`src/rtl/octave_select.sv`:
```
// octave_select: debounced up/down scale stepping and saturating per-key frequency scaling.
module octave_select #(
    parameter int NUM_SCALES      = 5,
    parameter int INIT_SCALE      = 1,
    parameter int WRAP            = 1,
    parameter int DEBOUNCE_CYCLES = 500000,
    parameter int NUM_KEYS        = 13,
    parameter int FREQ_W          = 32,
    localparam int SCALE_W        = $clog2(NUM_SCALES)
) (
    input  logic                       clk,
    input  logic                       reset,
    input  logic                       btn_up,
    input  logic                       btn_down,
    input  logic [NUM_KEYS*FREQ_W-1:0] base_freq,
    output logic [SCALE_W-1:0]         scale,
    output logic                       scale_changed,
    output logic [NUM_KEYS*FREQ_W-1:0] note_freq
);
    localparam int CW = $clog2(DEBOUNCE_CYCLES + 1);
    localparam int EW = FREQ_W + NUM_SCALES;
    localparam logic [SCALE_W-1:0] MAX_S  = SCALE_W'(NUM_SCALES - 1);
    localparam logic [SCALE_W-1:0] INIT_S = SCALE_W'(INIT_SCALE);

    typedef enum logic [1:0] {RELEASED, PRESS_WAIT, PRESSED, RELEASE_WAIT} deb_t;

    logic [1:0]                 w_raw;
    logic [1:0]                 w_step;
    logic [SCALE_W-1:0]         w_next;
    logic [EW-1:0]              w_ext;
    logic [NUM_KEYS*FREQ_W-1:0] w_note;
    logic [SCALE_W-1:0]         r_scale;
    logic                       r_changed;
    logic [NUM_KEYS*FREQ_W-1:0] r_note;

    assign w_raw = {btn_down, btn_up};

    // Bit 0 is the up button, bit 1 the down button.
    for (genvar g = 0; g < 2; g++) begin : g_deb
        logic [1:0]    r_sync;
        deb_t          r_st;
        logic [CW-1:0] r_cnt;
        logic          r_step;
        logic          w_s;
        assign w_s       = r_sync[1];
        assign w_step[g] = r_step;
        always_ff @(posedge clk or posedge reset) begin
            if (reset) begin
                r_sync <= '0;
                r_st   <= RELEASED;
                r_cnt  <= '0;
                r_step <= 1'b0;
            end else begin
                r_sync <= {r_sync[0], w_raw[g]};
                r_step <= 1'b0;
                case (r_st)
                    RELEASED: if (w_s) begin
                        r_st  <= PRESS_WAIT;
                        r_cnt <= CW'(1);
                    end
                    PRESS_WAIT: if (!w_s) begin
                        r_st  <= RELEASED;
                        r_cnt <= '0;
                    end else if (r_cnt == CW'(DEBOUNCE_CYCLES - 1)) begin
                        r_st   <= PRESSED;
                        r_cnt  <= '0;
                        r_step <= 1'b1;
                    end else begin
                        r_cnt <= r_cnt + CW'(1);
                    end
                    PRESSED: if (!w_s) begin
                        r_st  <= RELEASE_WAIT;
                        r_cnt <= CW'(1);
                    end
                    RELEASE_WAIT: if (w_s) begin
                        r_st  <= PRESSED;
                        r_cnt <= '0;
                    end else if (r_cnt == CW'(DEBOUNCE_CYCLES - 1)) begin
                        r_st  <= RELEASED;
                        r_cnt <= '0;
                    end else begin
                        r_cnt <= r_cnt + CW'(1);
                    end
                    default: begin
                        r_st  <= RELEASED;
                        r_cnt <= '0;
                    end
                endcase
            end
        end
    end

    // Simultaneous up and down steps cancel.
    assign w_next = (w_step == 2'b01) ? ((r_scale == MAX_S) ? ((WRAP != 0) ? '0 : r_scale) : r_scale + SCALE_W'(1)) :
                    (w_step == 2'b10) ? ((r_scale == '0) ? ((WRAP != 0) ? MAX_S : r_scale) : r_scale - SCALE_W'(1)) :
                    r_scale;

    always_comb begin
        w_note = '0;
        w_ext  = '0;
        for (int k = 0; k < NUM_KEYS; k++) begin
            w_ext = EW'(base_freq[k*FREQ_W +: FREQ_W]) << r_scale;
            w_note[k*FREQ_W +: FREQ_W] = (|w_ext[EW-1:FREQ_W]) ? '1 : w_ext[FREQ_W-1:0];
        end
    end

    always_ff @(posedge clk or posedge reset) begin
        if (reset) begin
            r_scale   <= INIT_S;
            r_changed <= 1'b0;
            r_note    <= '0;
        end else begin
            r_scale   <= w_next;
            r_changed <= (w_next != r_scale);
            r_note    <= w_note;
        end
    end

    assign scale         = r_scale;
    assign scale_changed = r_changed;
    assign note_freq     = r_note;
endmodule

```
`config.mk`:
```
export PLATFORM = sky130hd
export DESIGN_NAME = octave_select
export DESIGN_NICKNAME = d
export VERILOG_FILES = /design/src/rtl/octave_select.sv
export SDC_FILE = /design/constraint.sdc
export NUM_CORES = 1
export LEC_CHECK = 0
export CORE_AREA = 3 3 323 325
export DETAILED_ROUTE_END_ITERATION = 10
export DIE_AREA = 0 0 326 328
export PLACE_DENSITY = 0.61
export RECOVER_POWER = 25
export SLEW_MARGIN = 20
export SYNTH_ARGS = -nofsm -noshare
export SYNTH_HDL_FRONTEND = slang
export SYNTH_SLANG_ARGS = --single-unit
```
`constraint.sdc`:
```
create_clock -name clk -period 20.9 [get_ports clk]
set_input_delay 2.09 -clock clk [delete_from_list [all_inputs] [get_ports clk]]
set_output_delay 2.09 -clock clk [all_outputs]
set_load 0.02 [all_outputs]
```
* Word level (Yosys, flattened, before mapping)
Index checks and enable logic that the tools add are counted.
Cells by class: equal/unequal tests 20, multiplexer cells 49, add/subtract/negate cells 4, shifts and indexed selects 13, reductions and logical operators 20
Operators by type and width (count):
- 32-bit by 3-bit left shift with 37-bit output | 13
- 32-bit two-way mux | 13
- 19-bit two-way mux | 10
- 19-bit one-hot mux with 4 select lines | 2
- 5-bit OR reduction | 13
- 19-bit by 1-bit adder with 19-bit output, second input constant | 2
- 19-bit == test, second input constant | 2
- 2-bit two-way mux | 12
- 2-bit one-hot mux with 4 select lines | 2
- 3-bit two-way mux | 4
- 3-bit inequality test, second input constant | 4
- 2-bit == test, second input constant | 5
- 2-bit inequality test, second input constant | 4
- 4-bit AND reduction | 2
- 2-bit by 1-bit == test with 1-bit output, second input constant | 3
- 1-bit two-way mux | 6
- 2-bit logical NOT | 2
- 2-bit AND reduction | 2
- 3-bit by 1-bit adder with 3-bit output, second input constant | 1
- 3-bit == test, second input constant | 1
- 3-bit logical NOT | 1
- 3-bit inequality test | 1
- 3-bit by 1-bit subtractor with 3-bit output, second input constant | 1
Word-level totals: output and inout bits 420, bits of input ports 420, register bits 468, word-level logic and storage cells 117

* Longest topological paths before layout
Gate-level depths: netlist of the first run.
depth after elaboration 5, depth in mapped cells 15, mapped depth without buffers 7

* Least setup slack after synthesis of the first run
OpenSTA, ideal clock, no wires.
path kind in2reg, start input port base_freq[59], end register r_note[39], in the netlist note_freq[39], setup time 0.138 ns, slack 16.933 ns, arrival 3.828 ns, stages on the path 5, buffers on the path 1, data required time 20.762 ns, cells stage by stage mux4_2 or4_1 a222oi_1 buf_2 o211ai_1
Between the ends: longest elaborated chain between the ends 3
Ends and longest elaborated chain:
- start: declaration | RTL line 15 | input logic [NUM_KEYS*FREQ_W-1:0] base_freq,
- 32-bit by 3-bit left shift with 37-bit output * | RTL line 102 | w_ext = EW'(base_freq[k*FREQ_W +: FREQ_W]) << r_scale;
- 5-bit OR reduction | RTL line 103 | w_note[k*FREQ_W +: FREQ_W] = (|w_ext[EW-1:FREQ_W]) ? '1 : w_ext[FREQ_W-1:0];
- 32-bit two-way mux * | RTL line 103
- via w_note[39] | RTL line 31 | logic [NUM_KEYS*FREQ_W-1:0] w_note;
- end signal: assignment | RTL line 115 | r_note <= w_note;
- end: declaration | RTL line 34 | logic [NUM_KEYS*FREQ_W-1:0] r_note;
The timed path passes the listed nets; every way through them passes the cells marked *. A chain may end at the register's enable or synchronous reset.

==> results of run 1 <==
==> synth_stat cells, drive strengths merged (3+ instances only) <==
cell | instances | area, µm²
o22ai | 6 | 37.5
o31ai | 4 | 30.0
a222oi | 13 | 130
nor4 | 4 | 25.0
inv | 15 | 56.3
o2bb2ai | 14 | 123
nand3 | 334 | 1670
nor3 | 11 | 55.1
ha | 6 | 75.1
a22oi | 13 | 97.6
or4 | 18 | 135
dfrtp | 467 | 11700
buf | 119 | 571
a211oi | 27 | 203
mux4 | 312 | 7030
xor2 | 5 | 43.8
nor2 | 54 | 203
mux2 | 41 | 462
mux2i | 68 | 681
and2 | 3 | 18.8
or3 | 14 | 87.6
and3 | 5 | 31.3
o31a | 4 | 35.0
o21ai | 56 | 280
a31oi | 5 | 31.3
nor2b | 27 | 169
nand2 | 815 | 3060
a21oi | 64 | 320
clkbuf | 124 | 465
o311ai | 3 | 26.3
nand4 | 9 | 56.3
o211ai | 44 | 330
==> stage by stage <==
step | total power (W) | utilization [%]
global route | 0.00263 | 39.3
detailed placement | 0.00149 | 37.3
floorplan | 0.00122 | -
CTS | 0.00256 | 39.3
finish | 0.00254 | 39.3
global placement | 0.00148 | 37.3
==> area by class of cell <==
class / instances / area, µm²
inverters: 15 / 67.6
repair buffers: 883 / 8820
clock buffers: 78 / 1640
flip-flops and latches: 468 / 11700
clock inverters: 29 / 379
diodes: 6 / 15.0
well taps: 1368 / 1710
multi-input cells: 2000 / 15600
fillers: 9903 / 61700
==> worst min path at each step <==
stage                                 start                      endpoint  cells past startpoint
6_report       g_deb[1].r_sync[0]$_DFF_PP0_  g_deb[1].r_sync[1]$_DFF_PP0_                      0
5_1_grt        g_deb[1].r_sync[0]$_DFF_PP0_  g_deb[1].r_sync[1]$_DFF_PP0_                      0
4_1_cts        g_deb[1].r_sync[0]$_DFF_PP0_  g_deb[1].r_sync[1]$_DFF_PP0_                      0
3_5_place_dp   g_deb[1].r_sync[0]$_DFF_PP0_  g_deb[1].r_sync[1]$_DFF_PP0_                      0
3_3_place_gp   g_deb[1].r_sync[0]$_DFF_PP0_  g_deb[1].r_sync[1]$_DFF_PP0_                      0
2_1_floorplan  g_deb[0].r_sync[0]$_DFF_PP0_  g_deb[0].r_sync[1]$_DFF_PP0_                      0
==> worst max-delay path, delay by kind of cell <==
kind                   cells  cell delay (ps)
buffers and inverters      4             6330
==> cells by family (layout without fill, tap and decap cells) <==
kind of cell | count (synthesis) | after routing | share of synthesized area, %
AO/OA/AOI/OAI | 261 | 261 | 6.02
flip-flops | 468 | 468 | 41.2
adder cells (fa/ha/maj) | 6 | 6 | 0.264
multiplexers | 421 | 421 | 28.7
AND/OR/NAND/NOR | 1305 | 1305 | 19.7
XOR/XNOR | 7 | 7 | 0.216
other | 0 | 6 | 0
buffers and inverters | 258 | 1005 | 3.84
==> sequential cells by signal, summed over array words and instances (netlist names), named ones only <==
signal,flops
note_freq,416
g_deb.r_cnt,38
g_deb.r_sync,4
scale,3
g_deb.r_st,2
g_deb.r_step,2
scale_changed,1
==> power breakdown <==
group | total, W | internal (W) | switching [W]
Sequential | 0.000987 | 0.000956 | 0.0000314
Combinational | 0.000483 | 0.000229 | 0.000254
Clock | 0.00106 | 0.000626 | 0.000439
==> routing by layer <==
metal	GRT usage, %	vias to the layer above	share of wire, %
li1	-	11400	-
met1	26.2	12900	38
met2	34.2	1346	48
met3	7.21	217	10
met4	7.53	26	3.7
met5	0	-	0.14
==> flow_metrics.tcl, run 1 <==
set metrics [dict create \
    status "finished with violations" \
    violations "max-capacitance violations, max-slew violations" \
    clkTransAtPathRegs_ps 70 \
    clock_tree.buffer_depth 3 \
    tritoncts "yes" \
    grt_max_degree 152 \
    end_kind "asynchronous set/reset pin" \
    min_period_ps 8300 \
    rows 117 \
    final-hold-violation-count 0 \
    grt_util_all_layers_pct 21.1 \
    die_x_um 326 \
    avgSynthCellArea_um2 10.4 \
    ant_nets 0 \
    setup_tns_ps 0 \
    crit_path_end "scale[1]$_DFF_PP0_" \
    vias 25900 \
    cts_buffers 57 \
    core_area_mm2 0.102 \
    final_common_cell "clkdlybuf4s50_1" \
    fin_crit_sh_pct 39.7 \
    min_path_type "reg2reg" \
    layout.cells.non_filler 4847 \
    cp_max_fo 151 \
    finalWirelength_um 117000 \
    synth_enable_flop_cells 0 \
    grt_overflow 0 \
    criticalPathCategory "in2async" \
    nets 3851 \
    dpl.cell_count 4734 \
    ys.flop_type "dfrtp_1" \
    tightest_slew_ps 5490 \
    power_leakage_nw 15.7 \
    dpl_worst_slack_ps 15620 \
    dieArea_mm2 0.107 \
    final_cell_mix "clkdlybuf4s50_1 (836), nand2_1 (815), dfrtp_1 (465)" \
    clock-root-buffer "clkbuf_16" \
    io_pins 840 \
    r2r-end "note_freq[367]$_DFF_PP0_" \
    drtIter0Drc 2470 \
    vias_per_cell 5.35 \
    start_kind "input port" \
    htree_levels 2 \
    hold_ws_ps 340 \
    setup_slack_ps 12600 \
    postCtsSetupRepairBufs 0 \
    die_h_um 328 \
    r2r-start "scale[1]$_DFF_PP0_" \
    relSlewSlack_pct -268 \
    antenna_found_initial 26 \
    rr_worst_depth 8 \
    cp-startpoint "reset" \
    yosysUniqueCellTypes 47 \
    placed_area_mm2 0.0380 \
    synth_area_mm2 0.0284 \
    power_density_mw_per_mm2 63.4 \
    fmax_ghz 0.121 \
    drive_above_1_share_pct 14.6 \
    grt_pass1_wl_um 171000 \
    syn_nets 3152 \
    gp_congestion 0.940 \
    arrival_ps 8850 \
    drv_slew 172 \
    wl_per_cell_um 24.2 \
    numPortBuffers 839 \
    initial_core_util_pct 27.9 \
    drcViolationCount 0 \
    ir_worst_vdd_mv 0.0600 \
    syn_inst 2726 \
    areaGrowthSynthToFinish_pct 40.7 \
    setup-violations-final 0 \
    async_flop_share_pct 100 \
    required_ps 21450 \
    hold_buffers 0 \
    first_pass_iters 8 \
    fin_worst_skew_ps 42.3 \
    yosysWarnings 0 \
    clock_latency_ps 670 \
    clkSinkCount 468 \
    first_global_vias 25300 \
    postCtsResizedCells 0 \
    rsz0062_at_grt "false" \
    ys_seq_elements 468 \
    path_cells "dlygate4sd3_1 > clkinvlp_2 > clkbuf_1 > buf_12" \
    critPathMaxStageDelay_ps 3020 \
    r2r_slack_ps 15540 \
    dp_hpwl_um 86800 \
    slowest_stage "clkinvlp_2" \
    design_area_mm2 0.0400 \
    seq_area_frac_synth_pct 41.2 \
    drv_cap 2 \
]
Power figures use the tool's default switching activity.
==> run 2, diff against run 1 <==
==> constraint.sdc (replaced) <==
create_clock -name clk -period 8.51 [get_ports clk]
set_input_delay 0.851 -clock clk [delete_from_list [all_inputs] [get_ports clk]]
set_output_delay 0.851 -clock clk [all_outputs]
set_load 0.02 [all_outputs]
==> flow_metrics.tcl, run 2 (synthesis results as in run 1) <==
set metrics [dict create \
    fill_cells 9849 \
    gp_congestion 0.912 \
    hold_buffers 0 \
    die_h_um 328 \
    hold_end "g_deb[0].r_sync[1]$_DFF_PP0_" \
    clkTransAtPathRegs_ps 70 \
    largest_register_ffs 416 \
    rr_worst_depth 6 \
    status "finished with violations" \
    postCtsSetupRepairBufs 0 \
    grt_max_degree 178 \
    cellInternalPower_w 0.00449 \
    min_period_ps 4660 \
    rsz0062_at_grt "false" \
    ir_worst_vdd_mv 0.139 \
    p_sw_share_pct 28.0 \
    die_x_um 326 \
    drv_cap 1 \
    violations "max-capacitance violations, max-slew violations" \
    initial_core_util_pct 27.9 \
    min_path_type "reg2reg" \
    first_global_vias 25500 \
    postCtsResizedCells 0 \
    placed_area_mm2 0.0380 \
    clkSinkCount 468 \
    clock_tree.buffer_depth 3 \
    start_kind "register" \
    dp_hpwl_um 87000 \
    drive_above_1_share_pct 14.7 \
    cts_buffers 56 \
    setup_slack_ps 3850 \
    r2r-start "scale[0]$_DFF_PP1_" \
    dpl_worst_slack_ps 3970 \
    relSlewSlack_pct -160 \
    power_leakage_nw 15.7 \
    vias 25900 \
    pwr-share-comb_pct 18.9 \
    cp_max_fo 50 \
    dieArea_mm2 0.107 \
    clock-root-buffer "clkbuf_16" \
    core_area_mm2 0.102 \
    nets 3853 \
    hold_depth 0 \
    arrival_ps 3810 \
    rows 117 \
    clock_latency_ps 650 \
    drtIter0Drc 2257 \
    required_ps 7660 \
    areaGrowthSynthToFinish_pct 40.9 \
    hold_ws_ps 348 \
    fin_util_pct 39.3 \
    clockPowerShare_pct 42.2 \
    tightest_slew_ps 3910 \
    grt_pass1_wl_um 172000 \
    r2r_slack_ps 4390 \
    setup-violations-final 0 \
    fin_crit_sh_pct 54.8 \
    ant_nets 0 \
    final_cell_mix "clkdlybuf4s50_1 (836), nand2_1 (815), dfrtp_1 (465)" \
    grt_util_all_layers_pct 21.2 \
    wl_per_cell_um 24.3 \
    io_pins 840 \
    grt_overflow 0 \
    p_sw_w 0.00175 \
    setup_tns_ps 0 \
    end_kind "output port" \
    htree_levels 2 \
    fin_worst_skew_ps 28.4 \
    tritoncts "yes" \
    power_density_mw_per_mm2 156 \
    design_area_mm2 0.0400 \
    final-hold-violation-count 0 \
    cp-startpoint "scale[0]$_DFF_PP1_" \
    drcViolationCount 0 \
    finalWirelength_um 118000 \
    antenna_found_initial 22 \
    first_pass_iters 7 \
    p_seq_share_pct 38.9 \
    numPortBuffers 839 \
    drv_slew 143 \
    final_common_cell "clkdlybuf4s50_1" \
    hold_path_startpoint "g_deb[0].r_sync[0]$_DFF_PP0_" \
    fmax_ghz 0.214 \
    vias_per_cell 5.34 \
    r2r-end "note_freq[169]$_DFF_PP0_" \
    criticalPathCategory "reg2out" \
]
==> run 2: changes by cell type in the layout (fill, tap and decap cells not counted), moves of 2 or more <==
cell / change
nor3_4: +2
clkinvlp_4: -2
buf_4: +4
clkinv_4: +2
clkbuf_1: -4
clkbuf_8: +3
diode_2: +2
clkbuf_2: +2
nor3_2: -2
==> run 2: metrics by stage <==
step           power [W]  cells
2_1_floorplan    0.00299   2726
3_3_place_gp     0.00363   4736
3_5_place_dp     0.00364   4736
4_1_cts          0.00631   4840
5_1_grt          0.00648   4844
6_report         0.00624   4849
==> run 2: final cells by class <==
class                           instances  area [µm²]  area share [%]
Clock buffer                           80        1670            4.18
Timing Repair Buffer                  886        8850            22.1
Multi-Input combinational cell       2000       15700            39.1
Antenna cell                            8        20.0          0.0500
Clock inverter                         24         324           0.809
Inverter                               15        68.8           0.172
Sequential cell                       468       11700            29.3
Tap cell                             1368        1710            4.28
==> run 2: worst max-delay path, cell delays in order, from the launching register on <==
cell             delay [ps]
dfstp_4                 940
buf_4                   760
buf_4                   660
clkdlybuf4s50_1         720
==> run 2: power by group through the flow <==
stage                     Combinational (W)  Clock, W  Sequential [W]
after detailed placement            0.00118         0         0.00246
after floorplan                    0.000423         0         0.00256
after CTS                           0.00118   0.00270         0.00243
after global routing                0.00126   0.00278         0.00244
after global placement              0.00117         0         0.00246
final                               0.00118   0.00263         0.00243
==> run 2: how the worst max path moves through the flow <==
stage          slack [ps]  cells past startpoint                         end
6_report             3850                      3                    scale[0]
5_1_grt              3240                      4    note_freq[312]$_DFF_PP0_
4_1_cts              3680                      3                    scale[0]
3_5_place_dp         3970                      6      note_freq[7]$_DFF_PP0_
3_3_place_gp         4040                      6      note_freq[3]$_DFF_PP0_
2_1_floorplan        1320                      1  asynchronous set/reset pin
==> run 2: per-layer routing <==
metal,GRT usage (%),part of all wire (%),up-vias
met1,25.6,38,13100
met4,6.73,3.3,20
met2,35.6,49,1244
met3,7.17,10,198
met5,0,0.11,-
li1,-,-,11400
